## src/rtl/fetch_redirect_ctrl.sv

```systemverilog
// IF-stage sequencer: merges fetch stalls with early (ID) and late (EX) PC redirects,
// parks redirects that arrive while fetch is frozen and squashes wrong-path slots afterwards.
module fetch_redirect_ctrl #(
    parameter int SQUASH_CYCLES = 1,
    parameter int CNT_W         = 32
) (
    input  logic             clk,
    input  logic             rst,
    input  logic             iready_n,
    input  logic             load_use_hazard,
    input  logic             early_br_req,
    input  logic [31:0]      early_br_target,
    input  logic             late_br_req,
    input  logic [31:0]      late_br_target,
    output logic             keep,
    output logic             nop,
    output logic             branch_PC_early_contral,
    output logic [31:0]      branch_PC_early,
    output logic             branch_PC_contral,
    output logic [31:0]      branch_PC,
    output logic [CNT_W-1:0] redirect_cnt,
    output logic [CNT_W-1:0] stall_cnt
);

    typedef enum logic [1:0] {RUN, STALL, PEND, SQUASH} state_e;

    localparam logic [3:0] SQ_LOAD     = 4'(SQUASH_CYCLES);
    localparam state_e     AFTER_ISSUE = (SQUASH_CYCLES == 0) ? RUN : SQUASH;

    state_e          state_q, state_d;
    logic            pend_valid_q, pend_valid_d;
    logic            pend_late_q, pend_late_d;
    logic [31:0]     pend_target_q, pend_target_d;
    logic [3:0]      sq_cnt_q, sq_cnt_d;
    logic [CNT_W-1:0] redirect_cnt_q, stall_cnt_q;

    logic        stall_src;
    logic        redir_req;
    logic [31:0] req_target;
    logic        merged_late;
    logic [31:0] merged_target;
    logic        keep_c, nop_c, iss_early, iss_late;
    logic [31:0] iss_target;

    assign stall_src  = iready_n | load_use_hazard;
    assign redir_req  = late_br_req | early_br_req;
    assign req_target = late_br_req ? late_br_target : early_br_target;

    // Pending entry as updated by this cycle's requests: late always replaces, early only replaces early.
    always_comb begin
        merged_late   = pend_late_q;
        merged_target = pend_target_q;
        if (late_br_req) begin
            merged_late   = 1'b1;
            merged_target = late_br_target;
        end else if (early_br_req && !pend_late_q) begin
            merged_late   = 1'b0;
            merged_target = early_br_target;
        end
    end

    // NOTE: every output of this block gets a default first, so no path can infer a latch.
    always_comb begin
        state_d       = state_q;
        pend_valid_d  = pend_valid_q;
        pend_late_d   = pend_late_q;
        pend_target_d = pend_target_q;
        sq_cnt_d      = sq_cnt_q;
        keep_c        = 1'b0;
        nop_c         = 1'b0;
        iss_early     = 1'b0;
        iss_late      = 1'b0;
        iss_target    = '0;

        unique case (state_q)
            RUN, STALL: begin
                if (state_q == STALL && stall_src) begin
                    keep_c = 1'b1;
                    nop_c  = iready_n;
                    if (redir_req) begin
                        pend_valid_d  = 1'b1;
                        pend_late_d   = late_br_req;
                        pend_target_d = req_target;
                        state_d       = PEND;
                    end
                end else if (redir_req && !stall_src) begin
                    iss_late   = late_br_req;
                    iss_early  = !late_br_req;
                    iss_target = req_target;
                    nop_c      = 1'b1;
                    sq_cnt_d   = SQ_LOAD;
                    state_d    = AFTER_ISSUE;
                end else if (redir_req) begin
                    keep_c        = 1'b1;
                    nop_c         = 1'b1;
                    pend_valid_d  = 1'b1;
                    pend_late_d   = late_br_req;
                    pend_target_d = req_target;
                    state_d       = PEND;
                end else if (stall_src) begin
                    keep_c  = 1'b1;
                    nop_c   = iready_n;
                    state_d = STALL;
                end else begin
                    state_d = RUN;
                end
            end

            PEND: begin
                nop_c = 1'b1;
                if (stall_src) begin
                    keep_c        = 1'b1;
                    pend_late_d   = merged_late;
                    pend_target_d = merged_target;
                end else begin
                    iss_late      = merged_late;
                    iss_early     = !merged_late;
                    iss_target    = merged_target;
                    pend_valid_d  = 1'b0;
                    pend_late_d   = 1'b0;
                    pend_target_d = '0;
                    sq_cnt_d      = SQ_LOAD;
                    state_d       = AFTER_ISSUE;
                end
            end

            SQUASH: begin
                nop_c  = 1'b1;
                keep_c = iready_n;
                // Early requests here come from squashed instructions; only EX can redirect.
                if (late_br_req) begin
                    sq_cnt_d = SQ_LOAD;
                    if (stall_src) begin
                        keep_c        = 1'b1;
                        pend_valid_d  = 1'b1;
                        pend_late_d   = 1'b1;
                        pend_target_d = late_br_target;
                        state_d       = PEND;
                    end else begin
                        keep_c     = 1'b0;
                        iss_late   = 1'b1;
                        iss_target = late_br_target;
                        state_d    = AFTER_ISSUE;
                    end
                end else if (!iready_n) begin
                    if (sq_cnt_q <= 4'd1) begin
                        sq_cnt_d = '0;
                        state_d  = RUN;
                    end else begin
                        sq_cnt_d = sq_cnt_q - 4'd1;
                    end
                end
            end
        endcase
    end

    assign keep                    = rst & keep_c;
    assign nop                     = ~rst | nop_c;
    assign branch_PC_early_contral = rst & iss_early;
    assign branch_PC_contral       = rst & iss_late;
    assign branch_PC_early         = branch_PC_early_contral ? iss_target : '0;
    assign branch_PC               = branch_PC_contral ? iss_target : '0;
    assign redirect_cnt            = redirect_cnt_q;
    assign stall_cnt               = stall_cnt_q;

    // NOTE: sequential state uses non-blocking assignments so every register samples pre-edge values.
    always_ff @(posedge clk) begin
        if (!rst) begin
            state_q        <= RUN;
            pend_valid_q   <= 1'b0;
            pend_late_q    <= 1'b0;
            pend_target_q  <= '0;
            sq_cnt_q       <= '0;
            redirect_cnt_q <= '0;
            stall_cnt_q    <= '0;
        end else begin
            state_q       <= state_d;
            pend_valid_q  <= pend_valid_d;
            pend_late_q   <= pend_late_d;
            pend_target_q <= pend_target_d;
            sq_cnt_q      <= sq_cnt_d;
            if ((branch_PC_contral || branch_PC_early_contral) && redirect_cnt_q != '1)
                redirect_cnt_q <= redirect_cnt_q + CNT_W'(1);
            if (keep && stall_cnt_q != '1)
                stall_cnt_q <= stall_cnt_q + CNT_W'(1);
        end
    end

endmodule

```

## config.mk

```make
export PLATFORM = sky130hd
export DESIGN_NAME = fetch_redirect_ctrl
export DESIGN_NICKNAME = d
export VERILOG_FILES = /design/src/rtl/fetch_redirect_ctrl.sv
export SDC_FILE = /design/constraint.sdc
export NUM_CORES = 1
export LEC_CHECK = 0
export ABC_AREA = 0
export CAP_MARGIN = 10
export CORE_ASPECT_RATIO = 1.25
export CORE_UTILIZATION = 35
export CTS_BUF_LIST = sky130_fd_sc_hd__clkbuf_4 sky130_fd_sc_hd__clkbuf_8 sky130_fd_sc_hd__clkbuf_16
export DETAILED_ROUTE_END_ITERATION = 6
export GPL_ROUTABILITY_DRIVEN = 0
export PLACE_DENSITY = 0.76
export SLEW_MARGIN = 0
export SYNTH_ARGS = -nofsm -noshare
export SYNTH_HDL_FRONTEND = slang
export SYNTH_SLANG_ARGS = --single-unit
```

## constraint.sdc

```tcl
create_clock -name clk -period 2.9 [get_ports clk]
set_clock_uncertainty 0.1 [all_clocks]
set_input_delay 0.435 -clock clk [delete_from_list [all_inputs] [get_ports clk]]
set_output_delay 0.435 -clock clk [all_outputs]
set_load 0.02 [all_outputs]
```

==> flow_summary.ini <==
[drt]
remaining_drc_errors = 1
routedWlPerCell_um = 16.4
firstDrtPassIters = 7
vias_per_cell = 5.78
via_count = 8268
drt_iter0_drc = 754
antenna_left = 0
drt_wl_total_um = 23500

[critical_path]
reg2reg_depth = 7
cp.arrival_ns = 2.42
cp-start-kind = input port
path_max_fanout = 8
crit_type = in2out
reg2reg_to = redirect_cnt[18]
critPathCaptureType = output port
r2r_setup_slack_ns = 0.46
rr_startpoint = redirect_cnt[0]
crit_required_ns = 2.37

[floorplan]
pin_count = 202
die_w_um = 127
die-area_sq_um = 20200
coreArea_sq_um = 19000
fp.dieH_um = 159
initial_core_util_pct = 36.2
fp-row-count = 56

[layout]
final_layout_size_suffix_gt1_share_pct = 17.9
stdcell_count = 1431
synthToLayoutAreaGrowth_pct = 45.6
diodes = 0
fin_nets = 1240
final_area_sq_um = 10000

[global_routing]
grt_pass1_vias = 7657
overflow = 0
grt_max_degree = 67
grt_first_pass_wirelength_um = 37700
antenna_found_initial = 0
track_usage_pct = 22.8

[synth]
netlist_area_sq_um = 6880
avgSynthCellArea_sq_um = 7.41
synth_fp_nets = 1003
ys_warn_count = 0
ys_ff_latch = 103
synth_edf_count = 0
ys.flop_type = dfxtp_1
yosysTopAreaCellShare_pct = 30.0
ys_types = 50
synth_cells = 928
synth_area_leaders = dfxtp_1, a21oi_1, mux2i_1
synth_seq_area_share_pct = 30.0
async_flop_share_pct = 0
synth_area_leader_cell = dfxtp_1

[power]
power.density_nw_per_um2 = 378
sequentialPowerShare_pct = 40.7
p_leak_nw = 3.65
switching_share_pct = 30.4
p_int_w = 0.00263
ir_worst_vdd_mv = 0.274
switchingPower_w = 0.00115
power.total_w = 0.00378
comb_power_share_pct = 24.4
clockPowerShare_pct = 34.9

[clocking]
cts_inserted_buffers = 9
ctsLongestPathBuffers = 2
cts_max_level = 3
clock_sinks = 103
clock_latency_ns = 0.36
root_buffer = clkbuf_16
cts_tree = done
path_clk_slew_ns = 0.07

[placed_design]
placed_cells = 1390
dp_hpwl_um = 16100
dpl_cell_area_sq_um = 9650
dpl_worst_slack_ns = -0.649
numPortBuffers = 201

[sta]
finalHoldViolCount = 0
finalMaxSlewViolations = 0
worst_slew_pin_slew_ns = 0.516
finalSetupTns_ns = -0.0508
post-route-worst-setup-slack_ns = -0.0508
slew_headroom_pct = 65.6
setup_viol = 1
period_minus_slack_ns = 2.95
period_share_pct = 102
rsz0062_at_grt = true
fmaxAchievable_mhz = 339

[status]
outcome = finished, violations left
failed_checks = DRC, setup timing

[hold_path]
hold_path_depth = 2
hp-start = sq_cnt_q[1]
hold_end = sq_cnt_q[1]
hp-class = reg2reg

[job]
drv_cap = 0
-- power groups by stage --
stage | sequential, W | combinational [W] | clock [W]
2_1_floorplan | 0.00156 | 0.000482 | 0
3_3_place_gp | 0.00157 | 0.000837 | 0
4_1_cts | 0.00154 | 0.000896 | 0.00136
5_1_grt | 0.00155 | 0.000999 | 0.00141
6_report | 0.00154 | 0.000923 | 0.00132
3_5_place_dp | 0.00157 | 0.000857 | 0
-- per-layer routing --
layer	routed length [um]	track usage [%]	vias to the layer above
li1	-	-	3980
met1	10100	27.4	3940
met2	11500	40.1	323
met3	1590	3.64	25
met4	383	8.98	0
met5	0	0	-
-- cell usage in the layout (no fill, tap or decap), types with 20 or more instances in the layout --
cell / count
nor2_1: 82
or3_1: 20
o21ai_0: 91
dfxtp_1: 101
or4_1: 23
o31ai_1: 26
clkdlybuf4s50_1: 130
buf_2: 29
nand2_1: 88
nand2b_1: 44
a221oi_1: 32
a21oi_1: 110
buf_4: 95
nand3_1: 21
a222oi_1: 32
mux2i_1: 52
clkbuf_2: 24
-- registers in the layout (all words and copies together) (netlist names) --
signal and cells:
pend_target_q 32, redirect_cnt 32, stall_cnt 32, sq_cnt_q 4, state_q 2, pend_late_q 1
-- how the worst max path moves through the flow --
stage                          startpoint                   to  slack, ns  depth (start not counted)
final                     load_use_hazard         branch_PC[8]      -0.05                         13
after global routing      load_use_hazard         branch_PC[8]      -0.08                         13
after CTS                 load_use_hazard         branch_PC[7]     -0.001                         11
after detailed placement  load_use_hazard         branch_PC[6]      -0.65                         12
after global placement           iready_n         branch_PC[5]      -0.61                         12
after floorplan           load_use_hazard  branch_PC_early[30]       0.04                          9
-- synth_stat cells, types with 2 or more instances --
master    instances
a211oi_1          3
nand2b_1         44
nor4_4            3
or2_2             5
inv_1            21
nand4_1          19
a221oi_1         32
o311ai_0          2
nor3b_1           2
dfxtp_1         103
or3_1            20
o41ai_1           2
mux2i_1          52
and2_1            2
nand3_1          21
nor4b_1           3
nor2b_1           2
ha_1              5
nor3_1            5
a31oi_1           4
o211ai_1          4
o31ai_1          26
a222oi_1         32
or4_1            23
a21oi_1         111
o21ai_0          91
and3_1           10
nor4_1           12
nor2_1           86
nand2_1          89
buf_2            13
clkbuf_1         63
-- layout make-up --
class	count	area, sq um
fillers	1860	8980
multi-input cells	726	4500
flip-flops and latches	103	2060
clock buffers	10	239
inverters	22	87.6
well taps	261	327
repair buffers	303	2710
clock inverters	6	76.3
-- critical path, cell delays in order --
cell and delay (ns):
dlygate4sd2_1 0.24, or2_4 0.15, inv_4 0.04, buf_4 0.14, nand2_2 0.09, nor2_4 0.06
buf_12 0.14, buf_4 0.16, a222oi_1 0.49, buf_4 0.19, buf_4 0.10, nor2_1 0.03
buf_4 0.15
-- cell families (layout without fill, tap and decap cells) --
| logic type | count (synthesis) | in the layout | synth area share [%] |
|---|---|---|---|
| AO/OA/AOI/OAI | 312 | 312 | 28.4 |
| XOR/XNOR | 1 | 1 | 0.127 |
| adder cells (fa/ha/maj) | 5 | 5 | 0.910 |
| buffers and inverters | 99 | 341 | 5.70 |
| flip-flops | 103 | 103 | 30.0 |
| multiplexers | 52 | 52 | 7.57 |
| AND/OR/NAND/NOR | 356 | 356 | 27.3 |
-- per-stage QoR --
stage | hold slack, ns | utilization [%]
3_5_place_dp | 0.362 | 50.8
3_3_place_gp | 0.358 | 50.8
4_1_cts | 0.372 | 53.6
2_1_floorplan | 0.339 | -
6_report | 0.368 | 52.7
5_1_grt | 0.427 | 52.7
-- what timing repair did --
item | 4_1_cts | 5_1_grt
gates cloned | 3 | 1
resized for setup | 177 | 85
buffers inserted | 15 | 6
pin swaps | 15 | 7
hold buffers | 0 | 0
endpoints found under the setup margin | 68 | 62
Power figures use the tool's default switching activity.
